<file path="config.mk">
export PLATFORM = sky130hd
export DESIGN_NAME = x_tdc_accum
export DESIGN_NICKNAME = d
export VERILOG_FILES = /design/src/rtl/x_tdc_accum.sv
export SDC_FILE = /design/constraint.sdc
export NUM_CORES = 1
export LEC_CHECK = 0
export CAP_MARGIN = 10
export CELL_PAD_IN_SITES_DETAIL_PLACEMENT = 1
export CELL_PAD_IN_SITES_GLOBAL_PLACEMENT = 2
export CORE_UTILIZATION = 30
export DETAILED_ROUTE_END_ITERATION = 7
export PLACE_DENSITY = 0.8
export SLEW_MARGIN = 20
export SYNTH_ARGS = -nofsm -noshare
export SYNTH_HDL_FRONTEND = slang
export SYNTH_SLANG_ARGS = --single-unit
</file>
<file path="constraint.sdc">
create_clock -name i_clk -period 5.3 [get_ports i_clk]
set_input_delay 0.53 -clock i_clk [delete_from_list [all_inputs] [get_ports i_clk]]
set_output_delay 0.53 -clock i_clk [all_outputs]
set_load 0.05 [all_outputs]
</file>
<file path="src/rtl/x_tdc_accum.sv">
// Delay-line sample accumulator: popcount, 2^n-sample sum/min/max/count with selectable result word.
// Optional X_TDC_ACCUM_AVG_EN: select 00 returns the rounded mean instead of the raw sum.
module x_tdc_accum #(
    parameter int p_width    = 32,
    parameter int p_log2_max = 16
) (
    input  logic               i_clk,
    input  logic               i_rst,
    input  logic [31:0]        i_ctrl,
    input  logic [p_width-1:0] i_sample,
    output logic [31:0]        o_result
);

    localparam int PW = $clog2(p_width + 1);
    localparam int CW = p_log2_max + 1;
    localparam int SW = PW + p_log2_max;
    localparam int NW = $clog2(p_log2_max + 1);

    typedef enum logic [1:0] {
        S_IDLE,
        S_FLUSH,
        S_ACC,
        S_DONE
    } state_t;

    state_t r_state;
    state_t w_state_nxt;

    logic [p_width-1:0] r_s1;
    logic [PW-1:0]      r_pc;
    logic [PW-1:0]      w_pc;
    logic               r_start_low;
    logic               r_flush;
    logic [NW-1:0]      r_neff;
    logic [NW-1:0]      w_neff;
    logic [SW-1:0]      r_sum;
    logic [PW-1:0]      r_min;
    logic [PW-1:0]      r_max;
    logic [CW-1:0]      r_count;
    logic [CW-1:0]      w_target;
    logic [CW-1:0]      w_count_inc;
    logic               w_last;
    logic               w_start;
    logic               w_clear;
    logic [1:0]         w_sel;
    logic               w_init;
    logic               w_acc_en;
    logic               w_launch;
    logic               w_busy;
    logic               w_done;
    logic [29:0]        w_val;
    logic               w_unused;

    assign w_clear  = i_ctrl[30];
    assign w_sel    = i_ctrl[9:8];
    assign w_unused = ^{i_ctrl[29:10], i_ctrl[7:5]};

    // History holds "start was low last cycle" and resets to 0, so a start
    // level held through reset must fall and rise again to launch a run.
    assign w_start = i_ctrl[31] & r_start_low;

    assign w_neff = ({27'd0, i_ctrl[4:0]} > 32'(p_log2_max)) ? NW'(p_log2_max)
                                                              : NW'(i_ctrl[4:0]);

    assign w_target    = CW'(1) << r_neff;
    assign w_count_inc = r_count + 1'b1;
    assign w_last      = (w_count_inc == w_target);

    always_comb begin
        w_pc = '0;
        for (int unsigned i = 0; i < p_width; i++) begin
            w_pc = w_pc + PW'(r_s1[i]);
        end
    end

    always_ff @(posedge i_clk or posedge i_rst) begin
        if (i_rst) begin
            r_s1        <= '0;
            r_pc        <= '0;
            r_start_low <= 1'b0;
        end else begin
            r_s1        <= i_sample;
            r_pc        <= w_pc;
            r_start_low <= ~i_ctrl[31];
        end
    end

    always_ff @(posedge i_clk or posedge i_rst) begin
        if (i_rst) begin
            r_state <= S_IDLE;
        end else begin
            r_state <= w_state_nxt;
        end
    end

    always_comb begin
        w_state_nxt = r_state;
        w_init      = 1'b0;
        w_acc_en    = 1'b0;
        w_launch    = 1'b0;
        if (w_clear) begin
            w_state_nxt = S_IDLE;
            w_init      = 1'b1;
        end else begin
            unique case (r_state)
                S_IDLE: begin
                    w_init = 1'b1;
                    if (w_start) begin
                        w_state_nxt = S_FLUSH;
                        w_launch    = 1'b1;
                    end
                end
                S_FLUSH: begin
                    w_init = 1'b1;
                    if (r_flush) begin
                        w_state_nxt = S_ACC;
                    end
                end
                S_ACC: begin
                    w_acc_en = 1'b1;
                    if (w_last) begin
                        w_state_nxt = S_DONE;
                    end
                end
                S_DONE: begin
                    if (w_start) begin
                        w_state_nxt = S_FLUSH;
                        w_launch    = 1'b1;
                        w_init      = 1'b1;
                    end
                end
                default: w_state_nxt = S_IDLE;
            endcase
        end
    end

    assign w_busy = (r_state == S_FLUSH) || (r_state == S_ACC);
    assign w_done = (r_state == S_DONE);

    always_ff @(posedge i_clk or posedge i_rst) begin
        if (i_rst) begin
            r_flush <= 1'b0;
            r_neff  <= '0;
        end else begin
            r_flush <= (r_state == S_FLUSH) && (w_state_nxt == S_FLUSH);
            if (w_launch) begin
                r_neff <= w_neff;
            end
        end
    end

    always_ff @(posedge i_clk or posedge i_rst) begin
        if (i_rst) begin
            r_sum   <= '0;
            r_min   <= '0;
            r_max   <= '0;
            r_count <= '0;
        end else if (w_init) begin
            r_sum   <= '0;
            r_min   <= '1;
            r_max   <= '0;
            r_count <= '0;
        end else if (w_acc_en) begin
            r_sum   <= r_sum + SW'(r_pc);
            r_count <= w_count_inc;
            if (r_pc < r_min) begin
                r_min <= r_pc;
            end
            if (r_pc > r_max) begin
                r_max <= r_pc;
            end
        end
    end

`ifdef X_TDC_ACCUM_AVG_EN
    localparam int SW1 = SW + 1;
    logic [SW1-1:0] w_round;
    logic [SW1-1:0] w_mean;

    assign w_round = (r_neff == '0) ? '0 : (SW1'(1) << (r_neff - 1'b1));
    assign w_mean  = ({1'b0, r_sum} + w_round) >> r_neff;
`endif

    always_comb begin
        w_val = '0;
        unique case (w_sel)
`ifdef X_TDC_ACCUM_AVG_EN
            2'b00: w_val = 30'(w_mean);
`else
            2'b00: w_val = 30'(r_sum);
`endif
            2'b01: w_val = (r_count == '0) ? '0 : 30'(r_min);
            2'b10: w_val = 30'(r_max);
            2'b11: w_val = 30'(r_count);
            default: w_val = '0;
        endcase
    end

    always_ff @(posedge i_clk or posedge i_rst) begin
        if (i_rst) begin
            o_result <= '0;
        end else begin
            o_result <= {w_done, w_busy, w_val};
        end
    end

endmodule
</file>
Word level (Yosys, flattened, before mapping)
Index checks and enable logic that the tools add are counted.
{"block": "word_totals", "reg_bits": 130, "out_inout_bits": 32, "elab_cells": 95}
{"block": "classes", "addsub": 33, "n_lt_le_gt_ge": 3, "n_eq_ne": 8, "n_shift": 1, "mux": 25, "n_bitwise": 2, "n_reduce_logical": 12}
{"operator": "adder 6 x 1 -> 6 bit", "n": 26}
{"operator": "one-hot mux 30 bit (4 select lines)", "n": 1}
{"operator": "2-to-1 mux 22 bit", "n": 2}
{"operator": "2-to-1 mux 6 bit", "n": 7}
{"operator": "2-to-1 mux 17 bit", "n": 2}
{"operator": "adder 22 x 6 -> 22 bit", "n": 1}
{"operator": "adder 17 x 1 -> 17 bit (second input constant)", "n": 1}
{"operator": "== test 17 bit", "n": 1}
{"operator": "logical NOT 17 bit", "n": 1}
{"operator": "<< shifter 1 x 5 -> 17 bit (first input constant)", "n": 1}
{"operator": "== test 2 bit (second input constant)", "n": 4}
{"operator": "2-to-1 mux 2 bit", "n": 4}
{"operator": "adder 5 x 1 -> 6 bit", "n": 1}
{"operator": "== test 2 x 1 -> 1 bit (second input constant)", "n": 3}
{"operator": "greater-than comparator 6 bit", "n": 1}
{"operator": "less-than comparator 6 bit", "n": 1}
{"operator": "2-to-1 mux 1 bit", "n": 6}
{"operator": "one-hot mux 2 bit (3 select lines)", "n": 1}
{"operator": "nonzero test 2 bit", "n": 3}
{"operator": "adder 4 x 1 -> 5 bit", "n": 1}
{"operator": "greater-than comparator 5 bit (second input constant)", "n": 1}
{"operator": "2-to-1 mux 5 bit", "n": 1}
{"operator": "adder 3 x 1 -> 4 bit", "n": 1}
{"operator": "logical NOT 2 bit", "n": 2}
{"operator": "other kinds (9)", "n": 11}

Logic depth before layout (Yosys ltp)
Gate-level depths: netlist of run 1.
{"block": "depth", "ltp_word": 31, "mapped_depth": 15, "mapped_depth_nobuf": 15}

Least setup slack after synthesis of run 1
No wires, ideal clock.
{"block": "synth_timing", "path_kind": "register to register", "startpoint": "register r_s1[11]", "endpoint": "register r_pc[4]", "setup_ns": 0.080, "arrival_ns": 4.447, "required_ns": 5.220, "setup_slack_ns": 0.773, "path_stages_with_launch": 16, "path_buffers": 0, "path_cell_list": "dfrtp_1 > fa_1 > inv_1 > fa_1 > inv_1 > fa_1 > fa_1 > fa_1 > inv_1 > fa_1 > inv_1 > ha_1 > fa_1 > a21o_1 > a21oi_1 > xnor2_1"}
{"block": "synth_between", "elab_chain_cells": 21}
{"element": "start, declared", "line_no": "29", "source": "logic [p_width-1:0] r_s1;"}
{"element": "start signal, assigned", "line_no": "82", "source": "r_s1 <= i_sample;"}
{"element": "adder 6 x 1 -> 6 bit (21 in a row)", "line_no": "72", "source": "w_pc = w_pc + PW'(r_s1[i]);"}
{"element": "via w_pc[4]", "line_no": "31", "source": "logic [PW-1:0] w_pc;"}
{"element": "end signal, assigned", "line_no": "83", "source": "r_pc <= w_pc;"}
{"element": "end, declared", "line_no": "30", "source": "logic [PW-1:0] r_pc;"}
The timed path passes the listed nets, and every way through them passes these cells.
A chain may end at the register's enable or synchronous reset.

Worst setup path in the final report of run 1
{"block": "layout_timing", "startpoint": "register r_s1[0]", "endpoint": "register r_pc[4]"}
{"block": "layout_between", "elab_chain_cells": 31}
{"element": "adder 1 x 1 -> 2 bit", "line_no": "72"}
{"element": "adder 2 x 1 -> 3 bit", "line_no": "72"}
{"element": "adder 3 x 1 -> 4 bit", "line_no": "72"}
{"element": "adder 4 x 1 -> 5 bit", "line_no": "72"}
{"element": "adder 5 x 1 -> 6 bit", "line_no": "72"}
{"element": "adder 6 x 1 -> 6 bit (26 in a row)", "line_no": "72"}
{"element": "via w_pc[4]", "line_no": "31"}
The timed path passes the listed nets, and every way through them passes these cells.

==> load_flow_metrics.sql, run 1 <==
INSERT INTO impl_metrics (metric_group, metric, value, unit) VALUES
('placed_design', 'gp_routability_congestion', '0.775', ''),
('routing', 'route.top_layer_used', 'met4', ''),
('pwr', 'leakage', '0.00359', 'µW'),
('layout', 'flow.area_growth_from_synthesis', '21.8', '%'),
('global_routing', 'vias_in_the_first_global_route', '5408', ''),
('clocking', 'cts_resized', '0', ''),
('yosys', 'synth.area.top_cells', 'dfrtp_1, fa_1, ha_1, nor2_1, xnor2_1', ''),
('routing', 'drt_wl_total', '16400', 'µm'),
('yosys', 'synthesis.instances', '689', ''),
('routing', 'dr.first_iter.drc_count', '182', ''),
('sta', 'max_freq', '212', 'MHz'),
('sta', 'worst_slew_pin_slew', '1.11', 'ns'),
('status', 'status', 'finished, final reports clean', ''),
('critical_path', 'crit_path_max_fanout', '2', ''),
('routing', 'remaining_drc_errors', '0', ''),
('routing', 'num_vias', '4971', ''),
('global_routing', 'grt_start_max_net_pins', '64', ''),
('floorplan', 'core_region_area', '21900', 'µm²'),
('sta', 'clock_skew', '0.00986', 'ns'),
('global_routing', 'grt_first_pass_wirelength', '27200', 'µm'),
('routing', 'wl_met2', '8240', 'µm'),
('clocking', 'clock_tree.htree_level_count', '4', ''),
('sta', 'final-max-slew-violation-count', '0', ''),
('global_routing', 'overflow', '0', ''),
('sta', 'final_min_period_over_clock_period', '89.2', '%'),
('clocking', 'post_cts_buffers', '0', ''),
('yosys', 'synth.most_common_cell', 'dfrtp_1', ''),
('yosys', 'synth.ff_latch_count', '122', ''),
('floorplan', 'floorplan.rows', '54', ''),
('routing', 'number_of_iterations_in_the_first_detailed_routing_pass', '4', ''),
('critical_path', 'timing.critical_path.arrival', '5.08', 'ns'),
('floorplan', 'initial_standard_cell_utilization_of_the_core', '30.7', '%'),
('layout', 'layout_cell_share_with_drive_strength_beyond_1', '6.35', '%'),
('sta', 'setup_viol', '0', ''),
('sta', 'min_cycle_time_layout', '4.73', 'ns'),
('clocking', 'cts_tree', 'built', ''),
('floorplan', 'total_i_o_pin_count', '98', ''),
('yosys', 'synth-warning-count', '0', ''),
('yosys', 'synth_top_area_share', '45.4', '%'),
('placed_design', 'setup_slack_at_placement', '0.545', 'ns'),
('floorplan', 'die_area', '23000', 'µm²'),
('layout', 'finish.net_count', '864', ''),
('routing', 'drt-wirelength-per-cell', '15.8', 'µm'),
('yosys', 'postSynth.topFlopCell', 'dfrtp_1', ''),
('yosys', 'ys_async_sr_fraction', '100', '%'),
('clocking', 'ctsHoldBuffers', '0', ''),
('flow_run', 'cap_viol_max_count', '0', ''),
('yosys', 'postSynthAreaPerCell', '9.76', 'µm²'),
('sta', 'timing.final.hold_violations', '0', ''),
('worst_hold_path', 'min_path_type', 'input port to asynchronous set/reset pin', ''),
('sta', 'post-route-worst-setup-slack', '0.574', 'ns'),
('critical_path', 'critical_path_class', 'flop to flop', ''),
('clocking', 'clkSinkCount', '122', ''),
('routing', 'met1_length', '7360', 'µm'),
('pwr', 'worst_ir_drop_vdd', '0.252', 'mV'),
('placed_design', 'hpwl_detailed', '12100', 'µm'),
('global_routing', 'global_route.usage.total', '15.7', '%'),
('yosys', 'synth_sequential_area_ratio', '45.4', '%'),
('yosys', 'synthDistinctLibCells', '52', ''),
('clocking', 'max-clock-path-buffers', '2', ''),
('critical_path', 'cp_endpoint_kind', 'flop', ''),
('critical_path', 'critPathLaunchType', 'flop', ''),
('routing', 'antenna_violating_nets_post_route', '0', ''),
('critical_path', 'worstPathRequired', '5.65', 'ns'),
('yosys', 'synth.cell_area', '6720', 'µm²'),
('clocking', 'ctsRootBufferMaster', 'clkbuf_16', ''),
('floorplan', 'dieWidth', '152', 'µm'),
('pwr', 'p_per_area', '449', 'nW/µm²'),
('sta', 'totalNegativeSetupSlack', '0', 'ns'),
('clocking', 'cts-buffers-inserted', '17', ''),
('clocking', 'cts.reportedPaths.clkPinSlew', '0.06', 'ns'),
('yosys', 'netlist_top_cells_count', 'dfrtp_1, nor2_1, inv_1', ''),
('layout', 'antenna_cells_inserted', '0', ''),
('yosys', 'synth_edf_count', '0', ''),
('sta', 'slew_headroom', '25.7', '%'),
('clocking', 'worstSkewPairLatency', '0.43', 'ns'),
('sta', 'setup_repair_after_global_routing_missed_its_margin', 'false', ''),
('placed_design', 'port_buf_inserts', '66', ''),
('routing', 'vias_per_cell', '4.80', ''),
('global_routing', 'number_of_antenna_violations_at_the_first_check_in_global_routing', '0', ''),
('yosys', 'synth_top_area_cell', 'dfrtp_1', ''),
('floorplan', 'die_h', '152', 'µm'),
('routing', 'wl_met3', '494', 'µm');
-- kinds of logic (layout without fill, tap and decap cells) --
group                    Yosys count  in the layout  synth area share (%)
other                              1              8                0.0558
AND/OR/NAND/NOR                  232            232                  16.9
AO/OA/AOI/OAI                    132            132                  12.1
flip-flops                       122            122                  45.4
adder cells (fa/ha/maj)           55             55                  13.0
multiplexers                       9              9                  1.36
XOR/XNOR                          36             36                  4.69
buffers and inverters            102            162                  6.50
-- area by class of cell --
| type | count | area (µm²) |
|---|---|---|
| Clock buffer | 17 | 425 |
| Clock inverter | 15 | 180 |
| Fill cell | 2498 | 13700 |
| Inverter | 60 | 228 |
| Multi-Input combinational cell | 472 | 3260 |
| Sequential cell | 122 | 3050 |
| Tap cell | 280 | 350 |
| Timing Repair Buffer | 70 | 691 |
-- power breakdown --
part	switching (µW)	internal, µW
Combinational	779	561
Sequential	109	1030
Clock	491	712
Total	1380	2300
-- cell usage in the layout (no fill, tap or decap), types with 3 or more instances in the layout --
| master | n |
|---|---|
| nor4_1 | 4 |
| clkbuf_16 | 17 |
| xor2_1 | 9 |
| xnor2_1 | 27 |
| conb_1 | 8 |
| or4_1 | 5 |
| a21o_1 | 10 |
| fa_1 | 25 |
| nand2_1 | 51 |
| inv_6 | 6 |
| a22o_1 | 11 |
| nor3b_1 | 7 |
| buf_4 | 4 |
| a31oi_1 | 4 |
| nand3_1 | 24 |
| clkdlybuf4s50_1 | 66 |
| or3_1 | 7 |
| mux2i_1 | 8 |
| dfrtp_1 | 122 |
| inv_1 | 59 |
| nor2_1 | 74 |
| or2_2 | 4 |
| nor2b_1 | 7 |
| a21oi_1 | 33 |
| and3_1 | 4 |
| a221oi_1 | 4 |
| o21ai_0 | 47 |
| nor3_1 | 13 |
| ha_1 | 30 |
| o21bai_1 | 3 |
| nand2b_1 | 16 |
| clkinv_4 | 3 |
| o31ai_1 | 10 |
| inv_8 | 3 |
| and2_1 | 5 |
-- metrics by stage --
stage                     utilization (%)  hold slack, ns  cells  instance area (µm²)  total power, µW
final                                37.4           0.376   1036                 8190             3680
after CTS                            37.4           0.366   1036                 8190             3760
after global placement               34.6           0.488   1004                 7580             2460
after global routing                 37.4           0.395   1036                 8190             3990
after floorplan                         -           0.456    696                 6750             2150
after detailed placement             34.6           0.491   1004                 7580             2520
-- critical path: stages, from the launching register on --
cell,delay (ns)
dfrtp_1,0.33
inv_1,0.05
fa_1,0.52
inv_1,0.05
fa_1,0.56
fa_1,0.46
fa_1,0.51
fa_1,0.51
inv_1,0.05
fa_1,0.47
inv_1,0.04
ha_1,0.20
fa_1,0.41
a21o_1,0.17
a21oi_1,0.18
xnor2_1,0.13
-- flip-flops by register name (all words and copies together), names as in the netlist --
register / count
r_s1: 32
o_result: 24
r_sum: 22
r_count: 17
r_max: 6
r_min: 6
r_pc: 6
r_neff: 5
r_state: 2
r_flush: 1
r_start_low: 1
-- worst paths after layout --
kind                       startpoint          end  slack [ns]  cells past startpoint
max reg2reg                   r_s1[0]      r_pc[4]        0.57                     15
max in group asynchronous       i_rst  o_result[4]        3.85                      3
min                             i_rst      r_pc[2]        0.38                      2
max                           r_s1[0]      r_pc[4]        0.57                     15
min reg2reg                   r_s1[2]      r_pc[0]        0.49                      1
min in group i_clk            r_s1[2]      r_pc[0]        0.49                      1
-- per-layer routing --
metal,vias up,GRT usage [%]
li1,2398,-
met1,2472,18.9
met2,78,27.4
met3,23,3.77
met4,0,5.15
met5,-,0
(Power assumes the default switching activity.)
==> run 2: changes to the inputs <==
Settings changed: CORE_ASPECT_RATIO from default to 0.5, PLACE_DENSITY 0.8 to default, PLACE_DENSITY_LB_ADDON from default to 0.15.
==> load_flow_metrics.sql, run 2 (synthesized netlist as in run 1, its figures left out) <==
INSERT INTO impl_metrics (metric_group, metric, value, unit) VALUES
('global_routing', 'vias_in_the_first_global_route', '5480', ''),
('pwr', 'switching_power', '1330', 'µW'),
('layout', 'layout.cells.most_common', 'dfrtp_1', ''),
('sta', 'min_cycle_time_layout', '4.72', 'ns'),
('pwr', 'power_frac_comb', '37.0', '%'),
('pwr', 'seq_power_share', '31.1', '%'),
('sta', 'setup_repair_after_global_routing_missed_its_margin', 'false', ''),
('critical_path', 'critical_path_class', 'flop to flop', ''),
('pwr', 'pwr-share-clk', '31.9', '%'),
('floorplan', 'initial_standard_cell_utilization_of_the_core', '30.8', '%'),
('global_routing', 'grt_start_max_net_pins', '51', ''),
('floorplan', 'core_region_area', '21800', 'µm²'),
('placed_design', 'port_buf_inserts', '66', ''),
('routing', 'dr.first_iter.drc_count', '158', ''),
('clocking', 'max-clock-path-buffers', '2', ''),
('worst_hold_path', 'min_path_type', 'flop to flop', ''),
('critical_path', 'worstReg2RegEnd', 'r_pc[4]', ''),
('sta', 'final_min_period_over_clock_period', '89.0', '%'),
('layout', 'layout.filler_cells', '2452', ''),
('critical_path', 'cp_top_family', 'adder cells', ''),
('sta', 'post-route-worst-setup-slack', '0.583', 'ns'),
('critical_path', 'crit_chain', 'inv_1 -> fa_1 -> inv_1 -> fa_1 -> fa_1 -> fa_1 -> fa_1 -> inv_1 -> fa_1 -> inv_1 -> ha_1 -> fa_1 -> a21o_1 -> a21oi_1 -> xnor2_1', ''),
('layout', 'layout_top_registers', 'r_s1 (32), o_result (24), r_sum (22)', ''),
('sta', 'slew_headroom', '37.7', '%'),
('global_routing', 'overflow', '0', ''),
('sta', 'worst_slew_pin_slew', '0.932', 'ns'),
('worst_hold_path', 'holdPathStages', '1', ''),
('layout', 'finish.net_count', '866', ''),
('floorplan', 'die_h', '108', 'µm'),
('clocking', 'cts.reportedPaths.clkPinSlew', '0.06', 'ns'),
('critical_path', 'cp_buf_inv_count', '4', ''),
('critical_path', 'critPathSlowestCell', 'fa_1', ''),
('worst_hold_path', 'launch_point_of_the_worst_hold_path', 'r_s1[2]', ''),
('clocking', 'cts_resized', '0', ''),
('clocking', 'clkSinkCount', '122', ''),
('sta', 'totalNegativeSetupSlack', '0', 'ns'),
('global_routing', 'global_route.usage.total', '17.2', '%'),
('clocking', 'post_cts_buffers', '0', ''),
('clocking', 'cts_tree', 'built', ''),
('placed_design', 'hpwl_detailed', '12800', 'µm'),
('global_routing', 'grt_first_pass_wirelength', '29300', 'µm'),
('pwr', 'leakage', '0.00358', 'µW'),
('floorplan', 'total_i_o_pin_count', '98', ''),
('critical_path', 'reg2reg_from', 'r_s1[0]', ''),
('layout', 'largest_register_ffs', '32', ''),
('sta', 'final-max-slew-violation-count', '0', ''),
('flow_run', 'cap_viol_max_count', '0', ''),
('clocking', 'cts-buffers-inserted', '17', ''),
('clocking', 'ctsRootBufferMaster', 'clkbuf_16', ''),
('floorplan', 'floorplan.rows', '38', ''),
('placed_design', 'gp_routability_congestion', '0.755', ''),
('sta', 'max_freq', '212', 'MHz'),
('routing', 'remaining_drc_errors', '0', ''),
('floorplan', 'dieWidth', '214', 'µm'),
('worst_hold_path', 'whs_endpoint', 'r_pc[0]', ''),
('global_routing', 'number_of_antenna_violations_at_the_first_check_in_global_routing', '0', ''),
('routing', 'num_vias', '4987', ''),
('sta', 'clock_skew', '0.0179', 'ns'),
('sta', 'timing.final.hold_violations', '0', ''),
('sta', 'setup_viol', '0', ''),
('pwr', 'worst_ir_drop_vdd', '0.217', 'mV'),
('critical_path', 'worstRegToRegCells', '15', ''),
('layout', 'layout_cell_share_with_drive_strength_beyond_1', '6.33', '%'),
('critical_path', 'cp_endpoint_kind', 'flop', ''),
('critical_path', 'critPathLaunchType', 'flop', ''),
('routing', 'vias_per_cell', '4.71', ''),
('critical_path', 'cpMostUsedCell', 'fa_1', ''),
('critical_path', 'crit_path_max_fanout', '2', ''),
('pwr', 'p_per_area', '446', 'nW/µm²'),
('placed_design', 'setup_slack_at_placement', '0.520', 'ns'),
('layout', 'mostFrequentLayoutCells', 'dfrtp_1, nor2_1, clkdlybuf4s50_1', ''),
('pwr', 'power_report.internal_total', '2330', 'µW'),
('status', 'status', 'finished, final reports clean', ''),
('routing', 'drt_wl_total', '17500', 'µm'),
('critical_path', 'worstPathRequired', '5.66', 'ns'),
('clocking', 'worstSkewPairLatency', '0.44', 'ns'),
('routing', 'number_of_iterations_in_the_first_detailed_routing_pass', '4', ''),
('floorplan', 'die_area', '23000', 'µm²'),
('routing', 'antenna_violating_nets_post_route', '0', ''),
('clocking', 'ctsHoldBuffers', '0', ''),
('layout', 'antenna_cells_inserted', '0', ''),
('critical_path', 'max_stage_delay', '0.55', 'ns'),
('pwr', 'p_sw_share', '36.4', '%'),
('routing', 'drt-wirelength-per-cell', '16.5', 'µm'),
('layout', 'registers.top_by_ff_count', 'r_s1', ''),
('layout', 'flow.area_growth_from_synthesis', '22.1', '%'),
('critical_path', 'ff2ff_setup_slack', '0.58', 'ns'),
('clocking', 'clock_tree.htree_level_count', '4', ''),
('critical_path', 'timing.critical_path.arrival', '5.08', 'ns');
-- run 2: cell type report --
cell class                      count  area [µm²]  area share (%)
Clock buffer                       22         474            5.78
Clock inverter                     10         115            1.40
Inverter                           60         228            2.77
Multi-Input combinational cell    472        3260            39.7
Sequential cell                   122        3050            37.2
Tap cell                          300         375            4.57
Timing Repair Buffer               72         706            8.60
-- run 2: worst max path at each step --
stage / endpoint / slack [ns] / startpoint / cells past startpoint
finish: r_pc[4] / 0.58 / r_s1[0] / 15
global route: r_pc[4] / 0.39 / r_s1[17] / 15
CTS: r_pc[4] / 0.53 / r_s1[0] / 15
detailed placement: r_pc[4] / 0.52 / r_s1[0] / 15
global placement: r_pc[4] / 0.58 / r_s1[0] / 15
floorplan: r_pc[4] / 0.77 / r_s1[11] / 15
-- run 2: power by group through the flow --
stage	combinational [µW]	sequential, µW	clock (µW)
detailed placement	1400	1150	0
global route	1580	1150	1250
floorplan	1020	1140	0
finish	1350	1140	1170
global placement	1340	1150	0
CTS	1400	1140	1210
-- run 2: metal layers --
layer	share of wire [%]	global-route usage [%]	vias up
met4	1.5	6.48	0
met2	45	26.1	63
met5	0	0	-
li1	-	-	2402
met3	3.7	5.13	19
met1	49	23.1	2503
-- run 2: worst reg2reg max path, cell delays in order, from the launching register on --
cell	delay (ns)
dfrtp_1	0.32
inv_1	0.05
fa_1	0.52
inv_1	0.05
fa_1	0.55
fa_1	0.45
fa_1	0.53
fa_1	0.52
inv_1	0.05
fa_1	0.47
inv_1	0.04
ha_1	0.20
fa_1	0.40
a21o_1	0.18
a21oi_1	0.17
xnor2_1	0.14
-- run 2: per-stage QoR --
stage               power, µW  hold WS, ns  utilization, %  area [µm²]  instances
finish                   3660        0.488            37.6        8210       1058
detailed placement       2550        0.481            34.9        7620       1026
floorplan                2150        0.456               -        6750        696
CTS                      3760        0.495            37.6        8210       1058
global placement         2490        0.474            34.9        7620       1026
global route             3990        0.510            37.6        8210       1058
